`src/rtl/mac_out_packer_pkg.sv`:
```
// Shared types and the ReLU/saturation helper for the MAC writeback packer.
package mac_out_packer_pkg;

   typedef enum logic [1:0] {StIdle, StRun, StDrain} state_t;

   // Optional ReLU, then clamp to the signed range of out_w bits; caller keeps the low out_w bits.
   function automatic logic signed [63:0] sat_relu(input logic signed [63:0] x,
                                                   input int unsigned out_w,
                                                   input logic relu_en);
      logic signed [63:0] hi;
      logic signed [63:0] lo;
      logic signed [63:0] y;
      hi = (64'sd1 <<< (out_w - 1)) - 64'sd1;
      lo = -(64'sd1 <<< (out_w - 1));
      y = (relu_en && (x < 0)) ? 64'sd0 : x;
      if (y > hi) begin
         y = hi;
      end else if (y < lo) begin
         y = lo;
      end
      return y;
   endfunction

endpackage

```
`src/rtl/mac_out_packer_if.sv`:
```
// Sample-input and memory-write handshake bundle between the MAC pipeline, packer and memory.
interface mac_out_packer_if #(
   parameter int unsigned IN_WIDTH   = 16,
   parameter int unsigned OUT_WIDTH  = 8,
   parameter int unsigned PACK       = 4,
   parameter int unsigned ADDR_WIDTH = 16
);

   logic                        in_valid;
   logic                        in_ready;
   logic [IN_WIDTH-1:0]         in_data;
   logic                        in_last;
   logic                        mem_valid;
   logic                        mem_ready;
   logic [ADDR_WIDTH-1:0]       mem_addr;
   logic [PACK*OUT_WIDTH-1:0]   mem_wdata;
   logic [PACK-1:0]             mem_wmask;

   modport master (
      output in_valid, in_data, in_last, mem_ready,
      input  in_ready, mem_valid, mem_addr, mem_wdata, mem_wmask
   );

   modport slave (
      input  in_valid, in_data, in_last, mem_ready,
      output in_ready, mem_valid, mem_addr, mem_wdata, mem_wmask
   );

endinterface

```
`src/rtl/mac_out_packer_word_fifo.sv`:
```
// Shift-register FIFO: entry 0 is always the registered head, so no read mux sits after the flops.
module word_fifo #(
   parameter int unsigned WIDTH = 8,
   parameter int unsigned DEPTH = 4,
   localparam int unsigned CntW = $clog2(DEPTH) + 1
) (
   input  logic              clk_i,
   input  logic              rst_ni,
   input  logic              push_i,
   input  logic [WIDTH-1:0]  wdata_i,
   input  logic              pop_i,
   output logic [WIDTH-1:0]  rdata_o,
   output logic              full_o,
   output logic              empty_o,
   output logic [CntW-1:0]   count_o
);

   logic [WIDTH-1:0] data_q [DEPTH];
   logic [WIDTH-1:0] data_d [DEPTH];
   logic [CntW-1:0]  count_q, count_d, wr_idx;
   logic             do_push, do_pop;

   assign full_o  = (count_q == CntW'(DEPTH));
   assign empty_o = (count_q == '0);
   assign count_o = count_q;
   assign rdata_o = data_q[0];

   always_comb begin
      data_d  = data_q;
      do_pop  = pop_i && !empty_o;
      do_push = push_i && (!full_o || do_pop);
      wr_idx  = do_pop ? (count_q - CntW'(1)) : count_q;
      if (do_pop) begin
         for (int i = 0; i < int'(DEPTH) - 1; i++) begin
            data_d[i] = data_q[i + 1];
         end
         data_d[DEPTH-1] = '0;
      end
      if (do_push) begin
         for (int i = 0; i < int'(DEPTH); i++) begin
            if (CntW'(i) == wr_idx) begin
               data_d[i] = wdata_i;
            end
         end
      end
      count_d = count_q + CntW'(do_push) - CntW'(do_pop);
   end

   always_ff @(posedge clk_i) begin
      if (!rst_ni) begin
         count_q <= '0;
         for (int i = 0; i < int'(DEPTH); i++) begin
            data_q[i] <= '0;
         end
      end else begin
         count_q <= count_d;
         data_q  <= data_d;
      end
   end

endmodule

```
`src/rtl/mac_out_packer.sv`:
```
// Writeback stage: requantises MAC results, packs PACK lanes per word and queues masked writes.
module mac_out_packer
   import mac_out_packer_pkg::*;
#(
   parameter int unsigned IN_WIDTH   = 16,
   parameter int unsigned OUT_WIDTH  = 8,
   parameter int unsigned PACK       = 4,
   parameter int unsigned FIFO_DEPTH = 4,
   parameter int unsigned ADDR_WIDTH = 16
) (
   input  logic                  clk,
   input  logic                  arst_n_in,
   input  logic                  cfg_start,
   input  logic [ADDR_WIDTH-1:0] cfg_base_addr,
   input  logic                  cfg_relu_en,
   output logic                  busy,
   mac_out_packer_if.slave       bus
);

   localparam int unsigned LaneW  = $clog2(PACK);
   localparam int unsigned DataW  = PACK * OUT_WIDTH;
   localparam int unsigned EntryW = ADDR_WIDTH + PACK + DataW;
   localparam int unsigned CntW   = $clog2(FIFO_DEPTH) + 1;

   state_t                state_q, state_d;
   logic [LaneW-1:0]      lane_q, lane_d;
   logic [DataW-1:0]      pack_q, pack_d, word_merged;
   logic [PACK-1:0]       mask_q, mask_d, mask_merged;
   logic [ADDR_WIDTH-1:0] word_cnt_q, word_cnt_d, base_q, base_d;
   logic                  relu_q, relu_d;
   logic [OUT_WIDTH-1:0]  lane_val;
   logic                  accept, complete, start;
   logic                  fifo_push, fifo_pop, fifo_full, fifo_empty;
   logic [CntW-1:0]       fifo_count;
   logic [EntryW-1:0]     push_entry, head_entry;

   assign start    = (state_q == StIdle) && cfg_start;
   assign accept   = bus.in_valid && bus.in_ready;
   assign complete = accept && ((lane_q == LaneW'(PACK - 1)) || bus.in_last);
   assign lane_val = OUT_WIDTH'(sat_relu(64'(signed'(bus.in_data)), OUT_WIDTH, relu_q));

   // Current sample merged into the partial word, so a completing sample is pushed this cycle.
   always_comb begin
      word_merged = pack_q;
      mask_merged = mask_q;
      for (int k = 0; k < int'(PACK); k++) begin
         if (lane_q == LaneW'(k)) begin
            word_merged[k*OUT_WIDTH +: OUT_WIDTH] = lane_val;
            mask_merged[k] = 1'b1;
         end
      end
   end

   always_comb begin
      base_d     = base_q;
      relu_d     = relu_q;
      word_cnt_d = word_cnt_q;
      lane_d     = lane_q;
      pack_d     = pack_q;
      mask_d     = mask_q;
      if (start) begin
         base_d     = cfg_base_addr;
         relu_d     = cfg_relu_en;
         word_cnt_d = '0;
         lane_d     = '0;
         pack_d     = '0;
         mask_d     = '0;
      end else if (complete) begin
         word_cnt_d = word_cnt_q + ADDR_WIDTH'(1);
         lane_d     = '0;
         pack_d     = '0;
         mask_d     = '0;
      end else if (accept) begin
         lane_d = lane_q + LaneW'(1);
         pack_d = word_merged;
         mask_d = mask_merged;
      end
   end

   always_ff @(posedge clk) begin
      if (!arst_n_in) begin
         base_q     <= '0;
         relu_q     <= 1'b0;
         word_cnt_q <= '0;
         lane_q     <= '0;
         pack_q     <= '0;
         mask_q     <= '0;
      end else begin
         base_q     <= base_d;
         relu_q     <= relu_d;
         word_cnt_q <= word_cnt_d;
         lane_q     <= lane_d;
         pack_q     <= pack_d;
         mask_q     <= mask_d;
      end
   end

   always_ff @(posedge clk) begin
      if (!arst_n_in) begin
         state_q <= StIdle;
      end else begin
         state_q <= state_d;
      end
   end

   always_comb begin
      state_d = state_q;
      unique case (state_q)
         StIdle:  if (cfg_start) state_d = StRun;
         StRun:   if (accept && bus.in_last) state_d = StDrain;
         StDrain: if (fifo_empty) state_d = StIdle;
         default: state_d = StIdle;
      endcase
   end

   always_comb begin
      busy         = (state_q != StIdle);
      bus.in_ready = (state_q == StRun) && (fifo_count < CntW'(FIFO_DEPTH));
   end

   assign push_entry = {base_q + word_cnt_q, mask_merged, word_merged};
   assign fifo_push  = complete && !fifo_full;
   assign fifo_pop   = !fifo_empty && bus.mem_ready;

   word_fifo #(
      .WIDTH (EntryW),
      .DEPTH (FIFO_DEPTH)
   ) u_word_fifo (
      .clk_i   (clk),
      .rst_ni  (arst_n_in),
      .push_i  (fifo_push),
      .wdata_i (push_entry),
      .pop_i   (fifo_pop),
      .rdata_o (head_entry),
      .full_o  (fifo_full),
      .empty_o (fifo_empty),
      .count_o (fifo_count)
   );

   assign bus.mem_valid = !fifo_empty;
   assign bus.mem_addr  = head_entry[EntryW-1 -: ADDR_WIDTH];
   assign bus.mem_wmask = head_entry[DataW +: PACK];
   assign bus.mem_wdata = head_entry[DataW-1:0];

endmodule
```
`src/flat_wrapper.sv`:
```
// flat-port wrapper written by rule: the top's interface ports become plain ports
module mac_out_packer_flat import mac_out_packer_pkg::*;
#(
   parameter int unsigned IN_WIDTH   = 16,
   parameter int unsigned OUT_WIDTH  = 8,
   parameter int unsigned PACK       = 4,
   parameter int unsigned FIFO_DEPTH = 4,
   parameter int unsigned ADDR_WIDTH = 16
)
  (clk, arst_n_in, cfg_start, cfg_base_addr, cfg_relu_en, busy, bus_in_valid, bus_in_data, bus_in_last, bus_mem_ready, bus_in_ready, bus_mem_valid, bus_mem_addr, bus_mem_wdata, bus_mem_wmask);
  mac_out_packer_if #(.IN_WIDTH(IN_WIDTH), .OUT_WIDTH(OUT_WIDTH), .PACK(PACK), .ADDR_WIDTH(ADDR_WIDTH)) bus_i ();
  input  logic clk;
  input  logic arst_n_in;
  input  logic cfg_start;
  input  logic [ADDR_WIDTH-1:0] cfg_base_addr;
  input  logic cfg_relu_en;
  output logic busy;
  input wire logic [$bits(bus_i.in_valid)-1:0] bus_in_valid;
  input wire logic [$bits(bus_i.in_data)-1:0] bus_in_data;
  input wire logic [$bits(bus_i.in_last)-1:0] bus_in_last;
  input wire logic [$bits(bus_i.mem_ready)-1:0] bus_mem_ready;
  output wire logic [$bits(bus_i.in_ready)-1:0] bus_in_ready;
  output wire logic [$bits(bus_i.mem_valid)-1:0] bus_mem_valid;
  output wire logic [$bits(bus_i.mem_addr)-1:0] bus_mem_addr;
  output wire logic [$bits(bus_i.mem_wdata)-1:0] bus_mem_wdata;
  output wire logic [$bits(bus_i.mem_wmask)-1:0] bus_mem_wmask;
  assign bus_i.in_valid = bus_in_valid;
  assign bus_i.in_data = bus_in_data;
  assign bus_i.in_last = bus_in_last;
  assign bus_i.mem_ready = bus_mem_ready;
  assign bus_in_ready = bus_i.in_ready;
  assign bus_mem_valid = bus_i.mem_valid;
  assign bus_mem_addr = bus_i.mem_addr;
  assign bus_mem_wdata = bus_i.mem_wdata;
  assign bus_mem_wmask = bus_i.mem_wmask;
  mac_out_packer #(.IN_WIDTH(IN_WIDTH), .OUT_WIDTH(OUT_WIDTH), .PACK(PACK), .FIFO_DEPTH(FIFO_DEPTH), .ADDR_WIDTH(ADDR_WIDTH)) u_core (.clk(clk), .arst_n_in(arst_n_in), .cfg_start(cfg_start), .cfg_base_addr(cfg_base_addr), .cfg_relu_en(cfg_relu_en), .busy(busy), .bus(bus_i));
endmodule
```
`config.mk`:
```
export PLATFORM = sky130hd
export DESIGN_NAME = mac_out_packer_flat
export DESIGN_NICKNAME = d
export VERILOG_FILES = /design/src/rtl/mac_out_packer_pkg.sv /design/src/rtl/mac_out_packer_if.sv /design/src/rtl/mac_out_packer_word_fifo.sv /design/src/rtl/mac_out_packer.sv /design/src/flat_wrapper.sv
export SDC_FILE = /design/constraint.sdc
export NUM_CORES = 1
export LEC_CHECK = 0
export BUFFER_PORTS_ARGS = -buffer_cell sky130_fd_sc_hd__buf_2
export CAP_MARGIN = 20
export CORE_ASPECT_RATIO = 0.5
export CORE_MARGIN = 2
export CORE_UTILIZATION = 48
export CTS_CLUSTER_DIAMETER = 60
export DETAILED_ROUTE_END_ITERATION = 6
export PLACE_DENSITY = 0.68
export SLEW_MARGIN = 15
export SYNTH_ARGS = -nofsm -noshare
export SYNTH_HDL_FRONTEND = slang
export SYNTH_SLANG_ARGS = --single-unit
```
`constraint.sdc`:
```
create_clock -name clk -period 7.6 [get_ports clk]
set_input_delay 1.52 -clock clk [delete_from_list [all_inputs] [get_ports clk]]
set_output_delay 1.52 -clock clk [all_outputs]
set_load 0.01 [all_outputs]
```
==> run_results.csv <==
group,metric,value,unit
worst_setup_path,critPathLaunchType,"input port",
die,rows,42,
power,peakVddDrop,0.184,mV
timing,slew_headroom,0.337,
timing,timing.final.ws_setup,3210,ps
power,power.density,249,nW/um^2
layout,nFillCells,2627,
worst_hold_path,hp-class,"register to register",
global_routing,grt_start_max_net_pins,121,
cts,post_cts_buffers,0,
logic_synthesis,synth_top_area_share,0.433,
global_routing,grt_pass1_vias,10200,
route,wl_per_cell,14.9,um
logic_synthesis,ys_seq_elements,284,
worst_setup_path,path_cells,"buf_2, nor4bb_2, o21a_4, inv_2, a311oi_4, o21a_1, nand2_1, buf_8, o21ai_0",
logic_synthesis,postSynthCellCount,1734,
layout,final_util,0.532,
place,dp_cells,2014,
power,p_leak,6.24,nW
place,dp_hpwl,19.1,mm
layout,final_nets,1758,
place,postPlaceCellArea,13300,sq um
layout,postLayoutCellArea,14200,sq um
timing,period_needed,4390,ps
die,start_util,0.492,
cts,numCtsBuffers,26,
logic_synthesis,yosysWarnings,0,
die,io-pin-count,94,
cts,clockBufferDepth,3,
logic_synthesis,yosys.area.top_type,"dfxtp_1",
logic_synthesis,avgSynthCellArea,7.58,sq um
logic_synthesis,ys_seq_area_frac,0.433,
timing,setup_viol,0,
global_routing,grt_overflow,0,
cts,clkSlewWorstSetupHoldPaths,70,ps
timing,finClkSkew,16.7,ps
layout,area_growth,7.98,%
die,core-area,26700,sq um
layout,final_common_cell,"nand2_1",
timing,min_period_over_period,0.578,
timing,holdWs,448,ps
worst_setup_path,slowest_stage,"nor4bb_2",
cts,postCtsHoldBufs,0,
layout,fin_cells,2063,
place,gp_congestion,0.813,
timing,drv_slew,0,
die,dieHeight,121,um
place,post-place-ws,2110,ps
route,final_antenna_net_count,0,
cts,cts_resized,0,
timing,rsz0062_at_grt,"no",
worst_setup_path,path_max_fanout,16,
global_routing,grt_pass1_wl,51.7,mm
logic_synthesis,synth_ff_type,"dfxtp_1",
route,vias_per_cell,5.39,
global_routing,grt_antenna_before_repair,0,
route,drt_iter0_drc,963,
die,dieArea,28800,sq um
route,vias,11100,
timing,worst_pin_slew,994,ps
power,p_total,3.53,mW
route,wl,30.7,mm
cts,h-tree-depth,1,
die,die_x,238,um
route,firstDrtPassIters,5,
place,io_buffers,93,
cts,clock_sinks,284,
cts,cts_tree,"done",
logic_synthesis,ys_top_cells_by_area,"dfxtp_1 43%, nand2_1 15%, nand3_1 6.9%",
worst_setup_path,path_buf_inv,3,
layout,layout_common_cells,"539 x nand2_1, 284 x dfxtp_1, 179 x nand3_1, 116 x a21oi_1, 92 x buf_2",
worst_setup_path,required,8080,ps
layout,drive_above_1_share,0.0953,
layout,regArea,5690,sq um
logic_synthesis,synthArstFlopShare,0,
layout,multi_input_area,6550,sq um
global_routing,grt_usage,0.215,
logic_synthesis,synth_edf_count,0,
flow_run,cap_violations,0,
run_status,outcome,"finished clean",
layout,antenna_cells,0,
timing,max_freq,228,MHz
logic_synthesis,syn-num-nets,1799,
cts,clk_latency,550,ps
cts,cts_root_buf,"clkbuf_16",
worst_setup_path,critPathTopFamily,"compound AO/OA/AOI/OAI gates",
worst_setup_path,critPathKind,"input port to register",
timing,setup_tns,0,ps
logic_synthesis,syn-cell-area,13100,sq um
route,route.detailed.drc,0,
logic_synthesis,synth_cell_types,48,
worst_setup_path,crit_arrival,4870,ps
worst_setup_path,critPathMaxStageDelay,680,ps
timing,hold_viol_final,0,
worst_setup_path,crit_path_end_kind,"register",
registers in the layout (all words and copies together) (netlist names):
signal                      cells
u_core.pack_q                  32
u_core.relu_q                   1
u_core.base_q                  16
u_core.word_cnt_q              16
u_core.u_word_fifo.data_q     156
u_core.u_word_fifo.rdata_o     52
u_core.state_q                  2
u_core.u_word_fifo.count_o      3
u_core.mask_q                   4
u_core.lane_q                   2
cell usage after synthesis, types with 15 or more instances:
| library cell | number |
|---|---|
| buf_4 | 52 |
| a211oi_1 | 22 |
| o21ai_0 | 42 |
| clkbuf_1 | 113 |
| nand3_1 | 180 |
| dfxtp_1 | 284 |
| xnor2_1 | 15 |
| nor2_1 | 86 |
| nand2_1 | 540 |
| a21boi_0 | 33 |
| xor2_1 | 15 |
| a21oi_1 | 116 |
| ha_1 | 24 |
| o211a_1 | 44 |
| o21ai_1 | 31 |
cell families after synthesis:
logic type	synth area share
AO/OA/AOI/OAI	0.169
XOR/XNOR	0.0200
adder cells (fa/ha/maj)	0.0259
buffers and inverters	0.0718
flip-flops	0.433
multiplexers	0.00733
AND/OR/NAND/NOR	0.273
tightest hold or removal path, delay by kind of cell (launching register included):
| kind | cells | cell delay [ps] |
|---|---|---|
| AND/OR/NAND/NOR | 1 | 50 |
| AO/OA/AOI/OAI | 1 | 50 |
| flip-flops | 1 | 310 |
final cells by class:
cell class / instances / area share
flip-flops and latches: 284 / 0.401
inverters: 15 / 0.00414
multi-input cells: 1259 / 0.462
clock buffers: 40 / 0.0552
well taps: 352 / 0.0310
clock inverters: 6 / 0.00467
repair buffers: 107 / 0.0424
power by group:
group / total, mW / switching, mW / internal, mW
Combinational: 0.628 / 0.472 / 0.155
Sequential: 1.59 / 0.0401 / 1.55
Clock: 1.32 / 0.574 / 0.742
per-layer routing:
metal,track usage,share of wire
met5,0,0
met4,0.0520,0.021
met3,0.0318,0.037
met2,0.353,0.44
met1,0.298,0.50
path summary, 6_finish.rpt:
path / startpoint / to / slack [ps] / cells after the start
setup / recovery: bus_in_valid / u_core.u_word_fifo.data_q[18]$_SDFF_PN0_ / 3210 / 9
hold / removal: u_core.u_word_fifo.data_q[17]$_SDFF_PN0_ / u_core.u_word_fifo.data_q[17]$_SDFF_PN0_ / 450 / 2
setup reg to reg: u_core.u_word_fifo.count_o[0]$_SDFF_PN0_ / u_core.u_word_fifo.data_q[18]$_SDFF_PN0_ / 3730 / 10
hold reg to reg: u_core.u_word_fifo.data_q[17]$_SDFF_PN0_ / u_core.u_word_fifo.data_q[17]$_SDFF_PN0_ / 450 / 2
(Power assumes the default switching activity.)
